`config.mk`:
```
export PLATFORM = sky130hd
export DESIGN_NAME = ram_rr_arb
export DESIGN_NICKNAME = d
export VERILOG_FILES = /design/src/rtl/ram_arb_pkg.sv /design/src/rtl/ram_rr_arb_pick.sv /design/src/rtl/ram_rr_arb.sv
export SDC_FILE = /design/constraint.sdc
export NUM_CORES = 1
export LEC_CHECK = 0
export ABC_AREA = 1
export CAP_MARGIN = 20
export CORE_AREA = 2 2 124 126
export DETAILED_ROUTE_END_ITERATION = 8
export DIE_AREA = 0 0 126 128
export DONT_BUFFER_PORTS = 1
export PLACE_DENSITY = 0.38
export SYNTH_ARGS = -nofsm -noshare
export SYNTH_HDL_FRONTEND = slang
export SYNTH_HIERARCHICAL = 1
export SYNTH_SLANG_ARGS = --single-unit
```
`constraint.sdc`:
```
create_clock -name wb_clk -period 2.2 [get_ports wb_clk]
set_input_delay 0.22 -clock wb_clk [delete_from_list [all_inputs] [get_ports wb_clk]]
set_output_delay 0.22 -clock wb_clk [all_outputs]
set_load 0.02 [all_outputs]
```
`src/rtl/ram_arb_pkg.sv`:
```
// Shared constants for the four-port round-robin RAM arbiter.
package ram_arb_pkg;

    localparam int NUM_PORTS   = 4;
    localparam int TIMEOUT_MAX = 255;
    localparam int CNT_W       = 8;

    typedef enum logic {
        ST_IDLE = 1'b0,
        ST_BUSY = 1'b1
    } state_t;

endpackage

```
`src/rtl/ram_rr_arb_pick.sv`:
```
// Rotating-priority pick: first set request bit scanning ptr, ptr+1, ... mod 4.
module rr_pick
    import ram_arb_pkg::*;
(
    input  logic [NUM_PORTS-1:0] req,
    input  logic [1:0]           ptr,
    output logic                 valid,
    output logic [1:0]           idx
);

    logic [1:0] w_cand;

    // Scan from the farthest offset down so the nearest requester to ptr wins last.
    always_comb begin
        valid  = 1'b0;
        idx    = ptr;
        w_cand = ptr;
        for (int k = NUM_PORTS - 1; k >= 0; k--) begin
            w_cand = ptr + 2'(k);
            if (req[w_cand]) begin
                valid = 1'b1;
                idx   = w_cand;
            end
        end
    end

endmodule

```
`src/rtl/ram_rr_arb.sv`:
```
// Four requesters share one Wishbone RAM port through a rotating-priority arbiter
// with a per-transaction acknowledge timeout.
module ram_rr_arb
    import ram_arb_pkg::*;
#(
    parameter int WIDTH   = 10,
    parameter int TIMEOUT = 15
) (
    input  logic                 wb_clk,
    input  logic                 wb_rst,
    input  logic [3:0]           r_cyc,
    input  logic [3:0]           r_we,
    input  logic [15:0]          r_sel,
    input  logic [4*WIDTH-1:0]   r_adr,
    input  logic [127:0]         r_dat,
    output logic [3:0]           r_ack,
    output logic [3:0]           r_err,
    output logic [31:0]          r_rdt,
    output logic                 x_cyc,
    output logic                 x_we,
    output logic [3:0]           x_sel,
    output logic [WIDTH-1:0]     x_adr,
    output logic [31:0]          x_dat,
    input  logic                 x_ack,
    input  logic [31:0]          x_rdt
);

    localparam int TMO_CLAMP = (TIMEOUT > TIMEOUT_MAX) ? TIMEOUT_MAX : TIMEOUT;
    localparam logic [CNT_W-1:0] TMO = CNT_W'(TMO_CLAMP);

    state_t           r_state;
    logic [1:0]       r_g;
    logic [1:0]       r_ptr;
    logic [CNT_W-1:0] r_cnt;

    logic       w_pick_valid;
    logic [1:0] w_pick_idx;
    logic       w_busy;
    logic       w_live;
    logic       w_expired;
    logic       w_xcyc;
    logic       w_ack;
    logic       w_we;

    rr_pick u_pick (
        .req   (r_cyc),
        .ptr   (r_ptr),
        .valid (w_pick_valid),
        .idx   (w_pick_idx)
    );

    assign w_busy    = (r_state == ST_BUSY);
    assign w_live    = r_cyc[r_g];
    assign w_expired = w_busy && (r_cnt == TMO);
    assign w_xcyc    = w_busy && w_live && !w_expired;
    assign w_ack     = w_xcyc && x_ack;
    assign w_we      = w_xcyc && r_we[r_g];

    // Only the granted requester's fields reach the RAM; everything else is forced to zero.
    assign x_cyc = w_xcyc;
    assign x_we  = w_we;
    assign x_sel = w_xcyc ? r_sel[4*r_g +: 4]         : 4'b0;
    assign x_adr = w_xcyc ? r_adr[WIDTH*r_g +: WIDTH] : '0;
    assign x_dat = w_we   ? r_dat[32*r_g +: 32]       : 32'b0;

    assign r_ack = w_ack     ? (4'b0001 << r_g) : 4'b0;
    assign r_err = w_expired ? (4'b0001 << r_g) : 4'b0;
    assign r_rdt = (w_ack && !r_we[r_g]) ? x_rdt : 32'b0;

    // Completion or timeout rotates priority past the granted port; abandonment leaves it alone.
    always_ff @(posedge wb_clk or posedge wb_rst) begin
        if (wb_rst) begin
            r_state <= ST_IDLE;
            r_g     <= 2'd0;
            r_ptr   <= 2'd0;
            r_cnt   <= '0;
        end else begin
            case (r_state)
                ST_IDLE: begin
                    if (w_pick_valid) begin
                        r_g     <= w_pick_idx;
                        r_state <= ST_BUSY;
                        r_cnt   <= '0;
                    end
                end
                ST_BUSY: begin
                    if (w_expired) begin
                        r_state <= ST_IDLE;
                        r_ptr   <= r_g + 2'd1;
                    end else if (!w_live) begin
                        r_state <= ST_IDLE;
                    end else if (x_ack) begin
                        r_state <= ST_IDLE;
                        r_ptr   <= r_g + 2'd1;
                    end else begin
                        r_cnt <= r_cnt + 1'b1;
                    end
                end
                default: r_state <= ST_IDLE;
            endcase
        end
    end

endmodule
```
==> metrics <==
initial antenna violation count 4; RSZ-0062 raised after global routing true; Max Buffers Root-to-Sink 2; final cycle utilization of the critical path 97.3%; Clk pin slew, worst setup/hold paths 0.05 ns; Fin Clk Skew 0.00442 ns; hold crit path type in2reg; critical path's slowest cell dfrtp_1; final RePlAce weighted congestion 0.919; fillcell total 1722; starting density of the core 21.2%; hold path startpoint x_ack; final routed DRC violation total 0; layout cells sized above 1 21.7%; final setup margin 0.0588 ns; vias in the first global route 3915; Critical Path, Cell by Cell ha_2, nand3_2, inv_1, nand3_2, nand4_4, buf_6, nor3_1, buf_4; post-synth net total 859; Final Critical Period 2.14 ns; final wirelength 14.7 mm; 1st-iter DRT viols 247; Placed Area 3930 sq um; Worst EP required 1.98 ns; worst slack, placed 0.197 ns; port buffer count 0; worst reg2reg setup slack 0.36 ns; footprint of the multi-input gates 2300 sq um; Clock Root Buffer clkbuf_16; r2r endpoint r_cnt[7]; Final Setup Violations 0; Slew @ Worst Pin 0.631 ns; Worst VDD drop 0.000536 V; Hold Path End r_cnt[3]; clock sink count 13; relative slew slack 57.5%; Hold Path Stages 3; Die H 128 microns; GRT Util Overall 15.6%; peak fanout along the critical path 6; FF+latch area 328 sq um; flop and latch count out of synthesis 13; Synth warnings 6; fin. max-slew vios 0; CTS tree built; cell mode on critical path nand3_2; max cap viols 0; Synth Cell Area 3150 sq um; Final Cell Area 4230 sq um; vias per std cell 4.92; fin nets 928; Fmax achieved 0.467 GHz; Die X 126 microns; antenna-violating nets left 0; total die area 16100 sq um; count of unique library cells instantiated by Yosys 27; Layout area overhead 34.2%; Sum Neg Setup Slack 0 ns; gr ovfl total 0; first-pass GRT wire length 20.5 mm; largest net degree at the start of global routing 56; CP Class reg2out; Final Non-Filler Cells 887; Num CTS Buffers 3; dpl hpwl 11.5 mm; WP data arrival 1.92 ns; Crit. End Element output port; Seq/Total Area, Yosys 10.3%; Leak Pwr 2.19 nW; IO Pins 315; DRT Pass-1 Iters 5; dpl cells 872; R2R cell count 11; r2r startpoint r_ptr[0]; H-tree levels 1; Hold Vio Cnt, Final 0; vias 4368; Core ar. 14900 sq um; PwrDens 1410 nW/um^2; synthesized area per cell 5.02 sq um; Power Total 5.94 mW; detailed-route wire length per cell 16.6 microns; worst-skew pair later-pin latency 0.25 ns; Synth Instances 627; critical path's largest stage delay 0.42 ns; status complete, no violations; Worst Setup Start Kind register; # rows 45
[area by class of cell]
class                      instances  share of cell area, %
inverter                          97                   8.74
multi-input combinational        474                   54.5
sequential                        13                   7.76
tap                              188                   5.57
timing repair buffer             107                   21.3
clock buffer                       4                   1.87
antenna                            4                  0.237
[per-stage QoR]
step                      hold slack (ns)  util, %
final                               0.213     28.4
after global routing                0.245     28.4
after CTS                           0.213     27.1
after detailed placement            0.187     26.4
after global placement              0.194     26.4
after floorplan                    0.0970        -
[power by group]
group          internal (mW)  total (mW)  switching [mW]
sequential             0.311       0.445           0.134
combinational           1.79        5.14            3.35
clock                  0.245       0.352           0.107
[cell usage in the layout (no fill, tap or decap), drive strengths merged]
cell type,netlist,final
buf,26,104
clkbuf,17,6
nand2,67,67
nor3,33,33
o21ai,98,98
nand4,1,1
xor2,1,1
ha,5,5
o21bai,1,1
diode,0,4
o22ai,32,32
a21oi,17,17
nor2,185,185
dlygate4sd3,0,1
inv,97,97
nand3,32,32
o21a,1,1
a21boi,1,1
dfrtp,13,13
[cell families after synthesis]
kind of cell | Yosys count | synth area share [%]
AND/OR/NAND/NOR | 318 | 43.4
AO/OA/AOI/OAI | 150 | 25.4
buffers and inverters | 140 | 18.7
flip-flops | 13 | 10.3
adder cells (fa/ha/maj) | 5 | 1.99
XOR/XNOR | 1 | 0.278
[flip-flops by register name, indices dropped and copies added, names as in the netlist]
| name | count |
|---|---|
| r_g | 2 |
| r_cnt | 8 |
| r_ptr | 2 |
| r_state | 1 |
[per-layer routing]
metal | routed length, microns | global-route usage (%) | part of all wire [%] | vias up
li1 | - | - | - | 2140
met1 | 5950 | 18.9 | 40 | 2026
met2 | 7350 | 27.5 | 50 | 171
met3 | 1000 | 2.80 | 6.8 | 29
met4 | 401 | 5.88 | 2.7 | 2
met5 | 11 | 0 | 0.075 | -
[synthesized netlist by cell type]
master / n / share of area [%]
a21boi_1: 1 / 0.24
a21oi_1: 17 / 2.7
nor2_1: 174 / 21
nand3_1: 28 / 4.5
nor2_4: 1 / 0.36
inv_4: 1 / 0.20
clkbuf_1: 17 / 2.0
buf_2: 18 / 2.9
nand2_4: 2 / 0.72
inv_2: 4 / 0.48
o22ai_1: 32 / 6.4
nand2_2: 2 / 0.40
dfrtp_1: 13 / 10
ha_1: 5 / 2.0
buf_6: 5 / 1.8
nand4_4: 1 / 0.68
xor2_1: 1 / 0.28
o21bai_1: 1 / 0.24
o21a_1: 1 / 0.24
inv_1: 92 / 11
nor2_2: 10 / 2.0
o21ai_1: 1 / 0.16
o21ai_0: 97 / 15
buf_1: 3 / 0.36
nand2_1: 63 / 7.5
nand3_2: 4 / 1.3
nor3_1: 33 / 5.2
[worst max path at each step]
stage,slack [ns],startpoint,cells after the start,end
after floorplan,0.26,r_g[0],9,x_adr[0]
after global placement,0.24,r_g[0],7,x_dat[1]
after detailed placement,0.20,r_g[0],7,x_dat[1]
after CTS,0.03,r_g[0],7,x_dat[1]
after global routing,-0.03,r_g[0],8,r_rdt[21]
final,0.06,r_cnt[0],8,r_rdt[15]
[critical path, delay by kind of cell (launching register included)]
family / cells / cell delay [ns]
flops: 1 / 0.42
fa+ha+maj: 1 / 0.22
simple gates: 4 / 0.54
buf+inv: 3 / 0.48
[what timing repair did]
| action | in CTS | in global routing |
|---|---|---|
| endpoints found under the hold margin | 13 | 0 |
| buffers inserted | 0 | 1 |
| hold buffers | 1 | 0 |
| pin swaps | 0 | 1 |
| resized for setup | 2 | 24 |
| gates cloned | 0 | 5 |
| endpoints found under the setup margin | 17 | 83 |
(Power assumes the default switching activity.)
